File: config.mk
export PLATFORM = sky130hd
export DESIGN_NAME = snax_acc_shell_ctrl
export DESIGN_NICKNAME = d
export VERILOG_FILES = /design/src/rtl/snax_acc_shell_pkg.sv /design/src/rtl/snax_sat_counter.sv /design/src/rtl/snax_acc_shell_ctrl.sv
export SDC_FILE = /design/constraint.sdc
export NUM_CORES = 2
export LEC_CHECK = 0
export CAP_MARGIN = 25
export CORE_AREA = 3 3 442 444
export CTS_CLUSTER_SIZE = 20
export DETAILED_ROUTE_END_ITERATION = 12
export DIE_AREA = 0 0 445 447
export SYNTH_ARGS = -nofsm -noshare
export SYNTH_HDL_FRONTEND = slang
export SYNTH_SLANG_ARGS = --single-unit
File: constraint.sdc
create_clock -name clk_i -period 2.2 [get_ports clk_i]
set_input_delay 0.44 -clock clk_i [delete_from_list [all_inputs] [get_ports clk_i]]
set_output_delay 0.44 -clock clk_i [all_outputs]
set_load 0.01 [all_outputs]
File: src/rtl/snax_acc_shell_pkg.sv
// ----------------------------------------------------------------------------
// snax_acc_shell_pkg
// Shared types and constants for the SNAX accelerator shell control block:
//   - run-state enumeration of the control FSM
//   - indices of the read-only CSR words
//   - bit positions inside the status word
// ----------------------------------------------------------------------------
package snax_acc_shell_pkg;

    typedef enum logic [1:0] {
        ST_IDLE = 2'd0,
        ST_CFG  = 2'd1,
        ST_RUN  = 2'd2
    } state_e;

    // Read-only CSR word map: status, perf counter, then output-stream beat
    // counters, then input-stream beat counters.
    localparam int StatusIdx  = 0;
    localparam int PerfIdx    = 1;
    localparam int OutCntBase = 2;

    // Status word bit positions.
    localparam int StatusBusyBit = 0;
    localparam int StatusSatBit  = 1;

endpackage

File: src/rtl/snax_sat_counter.sv
// ----------------------------------------------------------------------------
// snax_sat_counter
// Saturating up-counter with synchronous clear. Clear has priority over
// increment; once all ones the count holds instead of wrapping.
// Ports:
//   clk_i   clock
//   rst_ni  asynchronous active-low reset (count -> 0)
//   clr_i   synchronous clear
//   inc_i   increment request
//   cnt_o   current count
//   sat_o   count is at its maximum value
// ----------------------------------------------------------------------------
module snax_sat_counter #(
    parameter int Width = 32
) (
    input  logic             clk_i,
    input  logic             rst_ni,
    input  logic             clr_i,
    input  logic             inc_i,
    output logic [Width-1:0] cnt_o,
    output logic             sat_o
);

    logic [Width-1:0] r_cnt;
    logic             w_sat;

    assign w_sat = &r_cnt;

    always_ff @(posedge clk_i or negedge rst_ni) begin
        if (!rst_ni) begin
            r_cnt <= '0;
        end else if (clr_i) begin
            r_cnt <= '0;
        end else if (inc_i && !w_sat) begin
            r_cnt <= r_cnt + Width'(1);
        end
    end

    assign cnt_o = r_cnt;
    assign sat_o = w_sat;

endmodule

File: src/rtl/snax_acc_shell_ctrl.sv
// ----------------------------------------------------------------------------
// snax_acc_shell_ctrl
// Control front-end between the SNAX CSR manager and an accelerator core.
// Registers the config handoff, tracks IDLE/CFG/RUN, counts busy cycles and
// per-stream handshake beats, and exports them as read-only CSR words.
// Stream datapaths bypass this block; only valid/ready pairs are observed.
//
// Ports (word k of a flat CSR bus sits at bits [k*RegDataWidth +: RegDataWidth]):
//   clk_i, rst_ni          clock, asynchronous active-low reset
//   csr_reg_set_i          RW config words (word 0 = mode)
//   csr_reg_set_valid_i    config write request
//   csr_reg_set_ready_o    config write accepted (high only in IDLE)
//   csr_reg_ro_set_o       RO status words (status, perf, out counts, in counts)
//   core_cfg_o             registered config presented to the core
//   core_cfg_valid_o       config valid to the core (high in CFG)
//   core_cfg_ready_i       core accepts config
//   core_busy_i            core busy flag
//   in_valid_i/in_ready_i  observed stream2acc handshakes
//   out_valid_i/out_ready_i observed acc2stream handshakes
// ----------------------------------------------------------------------------
module snax_acc_shell_ctrl
    import snax_acc_shell_pkg::*;
#(
    parameter int  NumInStreams  = 14,
    parameter int  NumOutStreams = 4,
    parameter int  RegRWCount    = 7,
    parameter int  RegDataWidth  = 32,
    parameter int  CntWidth      = 32,
    localparam int RegROCount    = 2 + NumOutStreams + NumInStreams
) (
    input  logic                               clk_i,
    input  logic                               rst_ni,
    input  logic [RegRWCount*RegDataWidth-1:0] csr_reg_set_i,
    input  logic                               csr_reg_set_valid_i,
    output logic                               csr_reg_set_ready_o,
    output logic [RegROCount*RegDataWidth-1:0] csr_reg_ro_set_o,
    output logic [RegRWCount*RegDataWidth-1:0] core_cfg_o,
    output logic                               core_cfg_valid_o,
    input  logic                               core_cfg_ready_i,
    input  logic                               core_busy_i,
    input  logic [NumInStreams-1:0]            in_valid_i,
    input  logic [NumInStreams-1:0]            in_ready_i,
    input  logic [NumOutStreams-1:0]           out_valid_i,
    input  logic [NumOutStreams-1:0]           out_ready_i
);

    // Counter slots: 0 = perf, 1..NumOutStreams = out streams, then in streams.
    localparam int NumCnt    = 1 + NumOutStreams + NumInStreams;
    localparam int InCntBase = OutCntBase + NumOutStreams;

    state_e                             r_state;
    state_e                             w_state_nxt;
    logic                               r_first_run;
    logic [RegRWCount*RegDataWidth-1:0] r_cfg;
    logic                               w_accept;
    logic [NumCnt-1:0]                  w_cnt_inc;
    logic [NumCnt-1:0]                  w_cnt_sat;
    logic [CntWidth-1:0]                w_cnt [NumCnt];
    logic [RegROCount*RegDataWidth-1:0] w_ro;

    // A CSR write is only taken in IDLE; otherwise it stalls on ready=0.
    assign w_accept = (r_state == ST_IDLE) && csr_reg_set_valid_i;

    // ---------------- FSM state register ----------------
    always_ff @(posedge clk_i or negedge rst_ni) begin
        if (!rst_ni) begin
            r_state     <= ST_IDLE;
            r_first_run <= 1'b0;
        end else begin
            r_state     <= w_state_nxt;
            // Set only for the first RUN cycle so the core gets one cycle to
            // raise busy before its absence is taken as completion.
            r_first_run <= (r_state == ST_CFG) && core_cfg_ready_i;
        end
    end

    // ---------------- FSM next-state and outputs ----------------
    always_comb begin
        w_state_nxt         = r_state;
        csr_reg_set_ready_o = 1'b0;
        core_cfg_valid_o    = 1'b0;
        unique case (r_state)
            ST_IDLE: begin
                csr_reg_set_ready_o = 1'b1;
                if (csr_reg_set_valid_i) w_state_nxt = ST_CFG;
            end
            ST_CFG: begin
                core_cfg_valid_o = 1'b1;
                if (core_cfg_ready_i) w_state_nxt = ST_RUN;
            end
            ST_RUN: begin
                if (!r_first_run && !core_busy_i) w_state_nxt = ST_IDLE;
            end
            default: w_state_nxt = ST_IDLE;
        endcase
    end

    // ---------------- config register ----------------
    always_ff @(posedge clk_i or negedge rst_ni) begin
        if (!rst_ni) begin
            r_cfg <= '0;
        end else if (w_accept) begin
            r_cfg <= csr_reg_set_i;
        end
    end

    assign core_cfg_o = r_cfg;

    // ---------------- counters ----------------
    always_comb begin
        w_cnt_inc    = '0;
        // The exit cycle of RUN is not counted as busy.
        w_cnt_inc[0] = (r_state == ST_RUN) && (r_first_run || core_busy_i);
        for (int j = 0; j < NumOutStreams; j++) begin
            w_cnt_inc[1 + j] = out_valid_i[j] & out_ready_i[j];
        end
        for (int i = 0; i < NumInStreams; i++) begin
            w_cnt_inc[1 + NumOutStreams + i] = in_valid_i[i] & in_ready_i[i];
        end
    end

    for (genvar k = 0; k < NumCnt; k++) begin : g_cnt
        snax_sat_counter #(
            .Width (CntWidth)
        ) u_cnt (
            .clk_i  (clk_i),
            .rst_ni (rst_ni),
            .clr_i  (w_accept),
            .inc_i  (w_cnt_inc[k]),
            .cnt_o  (w_cnt[k]),
            .sat_o  (w_cnt_sat[k])
        );
    end

    // ---------------- RO word assembly (from registered state only) ----------------
    always_comb begin
        w_ro = '0;
        w_ro[StatusIdx*RegDataWidth + StatusBusyBit] = (r_state != ST_IDLE);
        w_ro[StatusIdx*RegDataWidth + StatusSatBit]  = |w_cnt_sat;
        w_ro[PerfIdx*RegDataWidth +: CntWidth]       = w_cnt[0];
        for (int j = 0; j < NumOutStreams; j++) begin
            w_ro[(OutCntBase + j)*RegDataWidth +: CntWidth] = w_cnt[1 + j];
        end
        for (int i = 0; i < NumInStreams; i++) begin
            w_ro[(InCntBase + i)*RegDataWidth +: CntWidth] = w_cnt[1 + NumOutStreams + i];
        end
    end

    assign csr_reg_ro_set_o = w_ro;

endmodule

==> impl_metrics.ini <==
[routing]
ant_nets = 0
dr_total_vias = 42400
routedWlPerCell_microns = 21.5
dr.pass1.iters = 5
viasPerCell = 4.59
drt-initial-drc-count = 3204
route.detailed.drc = 0
totalWireLength_microns = 199000

[setup_path]
timing.rr.end = g_cnt[8].u_cnt.cnt_o[1]$_DFFE_PN0P_
critical_path_class = reg2out
cp_cell_sequence = and4_1 -> and4bb_2 -> a32oi_2 -> buf_4 -> nand4_1 -> nor4b_4 -> nand3_4 -> buf_6
cp_data_required_time_ns = 1.76
worst_r2r_path_depth = 8
reg2reg_slack_ns = -0.22
slowest_stage = dfrtp_1
critPathMaxFanout = 2
worstSetupEndpointType = output port
timing.rr.start = g_cnt[8].u_cnt.cnt_o[5]$_DFFE_PN0P_
slowest_delay_ns = 0.38
critPathLaunchType = register
worstPathArrival_ns = 2.83

[finish]
finalNonFillerCells = 9218
drive_gt1_frac = 0.220
final_nets = 6872
layout_common_cells = buf_4, nand2_1, dfrtp_1
fin_util = 0.349
layout_commonest_cell = buf_4
postLayoutCellArea_sq_um = 66900
area_growth_pct = 63.6

[timing]
hold-worst-slack_ns = 0.220
maxSlewViolCount = 0
finalSetupViolations = 38
rsz0062_at_grt = true
setup_slack_ns = -1.07
min_period_ns = 3.27
slew_headroom = 0.486
fin_crit_sh = 1.49
tightest_slew_ns = 0.752
fin_setup_tns_ns = -5.00
max_freq_mhz = 306
clock_skew_ns = 0.0464
hold_viol = 0

[worst_hold_path]
hold_depth = 3
min_to = core_cfg_o[56]$_DFFE_PN0P_
hp-class = in2reg
hp-start = csr_reg_set_i[56]

[synthesis]
synth_cells = 4534
synth_edf_count = 0
async_flop_share = 1.00
yosys.area.top_type = dfrtp_1
yosys_warnings = 0
synth_top_area_frac = 0.511
synthFlopType = dfrtp_1
avgSynthCellArea_sq_um = 9.02
synth-seq-cells = 835
synth_cell_types = 73
ys_seq_area_frac = 0.511
syn_area_sq_um = 40900
synth.area.top_cells = dfrtp_1, nand2_1, xnor2_1, nor2_1, xor2_1

[clock_network]
cts_max_level = 3
clk_pin_slew_ns = 0.07
ctsLongestPathBuffers = 3
cts_made_buffers = 102
cts.sinks = 835
cts_tree = built
worstSkewPairLatency_ns = 0.75
cts-root-buf = clkbuf_16

[floorplanning]
die_area_sq_um = 199000
initial_core_util = 0.213
ioPinCount = 1131
fp.coreArea_sq_um = 192000
die_x_microns = 445
rows = 161
die_h_microns = 447

[placement]
gp_congestion = 0.940
port_buffers = 1100
hpwl_microns = 158000
dp.cells = 8964
place_area_sq_um = 62500

[power_and_ir_drop]
leakage_nw = 32.6
power.density_nw_per_um2 = 787
irDropWorstVdd_mv = 0.680

[run_status]
status = complete, but fails checks
violations = setup timing

[global_routing]
grt_antenna_before_repair = 49
grt_overflow = 0
grt_pass1_wl_microns = 284000
grt_pass1_vias = 41800
grt_usage = 0.190
grt_max_degree = 67

[job]
max_cap_violations = 0
## sequential cells by signal, summed over array words and instances (netlist names)
signal             flops
r_state                2
g_cnt.u_cnt.cnt_o    608
core_cfg_o           224
r_first_run            1
## synthesized netlist by cell type, types with 20 or more instances
library cell  number
nand2_1          935
or4_1             44
buf_4             31
o21ai_0           80
or3_1             96
nor2_1           565
clkbuf_1         165
inv_1             65
xnor2_1          254
and2_1            50
and4_1            47
nand3_1          256
and3_1            81
nor4_1           102
dfrtp_1          835
buf_2             24
a21oi_1           96
nand4_1          237
xor2_1           213
o211ai_1          20
nor3_1           155
## power breakdown
part           internal, W  total, W  switching [W]
sequential          0.0178    0.0192        0.00149
combinational      0.00677    0.0158        0.00901
clock               0.0103    0.0176        0.00732
## metal layers
layer	up-vias	track usage	wire length, microns
li1	19700	-	-
met1	20900	0.221	76100
met2	1429	0.324	97300
met3	397	0.0425	13100
met4	10	0.107	12100
met5	-	0	70
## per-stage QoR
stage               setup WS [ns]  power, W
finish                      -1.07    0.0526
global route                -1.25    0.0552
CTS                         -1.21    0.0532
detailed placement         -0.825    0.0358
global placement            -1.55    0.0357
floorplan                 -0.0320    0.0252
## cells by family (layout without fill, tap and decap cells)
logic type / Yosys count / after routing / share of synthesized area
AND/OR/NAND/NOR: 2638 / 2638 / 0.308
flip-flops: 835 / 835 / 0.511
XOR/XNOR: 467 / 467 / 0.100
buffers and inverters: 291 / 2405 / 0.0305
AO/OA/AOI/OAI: 270 / 270 / 0.0415
adder cells (fa/ha/maj): 19 / 19 / 0.00581
multiplexers: 13 / 13 / 0.00318
other: 1 / 45 / 0.0000917
## final cells by class
| type | count | area [sq um] |
|---|---|---|
| diodes | 15 | 37.5 |
| clock buffers | 155 | 3040 |
| clock inverters | 38 | 470 |
| fillers | 19700 | 125000 |
| inverters | 65 | 244 |
| multi-input cells | 3437 | 20100 |
| flip-flops and latches | 835 | 20900 |
| well taps | 2526 | 3160 |
| repair buffers | 2147 | 18900 |
## worst max-delay path, delay by kind of cell, from the launching register on
kind                   cells  cell delay (ns)
AOI/OAI and AO/OA          1             0.19
buffers and inverters      2             0.33
DFF                        1             0.38
and+or+nand+nor            5             1.19
## worst max-delay path by stage
stage	from	to	cells past startpoint
after floorplan	g_cnt[3].u_cnt.cnt_o[0]$_DFFE_PN0P_	csr_reg_ro_set_o[1]	8
after CTS	g_cnt[9].u_cnt.cnt_o[16]$_DFFE_PN0P_	csr_reg_ro_set_o[1]	9
after detailed placement	g_cnt[0].u_cnt.cnt_o[3]$_DFFE_PN0P_	csr_reg_ro_set_o[1]	9
final	g_cnt[12].u_cnt.cnt_o[26]$_DFFE_PN0P_	csr_reg_ro_set_o[1]	8
after global routing	g_cnt[12].u_cnt.cnt_o[26]$_DFFE_PN0P_	csr_reg_ro_set_o[1]	8
after global placement	g_cnt[0].u_cnt.cnt_o[3]$_DFFE_PN0P_	csr_reg_ro_set_o[1]	8
## what timing repair did
item / CTS / global route
cloned: 0 / 5
endpoints found under the setup margin: 752 / 258
hold buffers: 1 / 0
endpoints found under the hold margin: 18 / 0
pin swaps: 36 / 119
buffers inserted: 24 / 28
resized for setup: 784 / 220
Note: power is estimated with default switching activity, not from simulation.
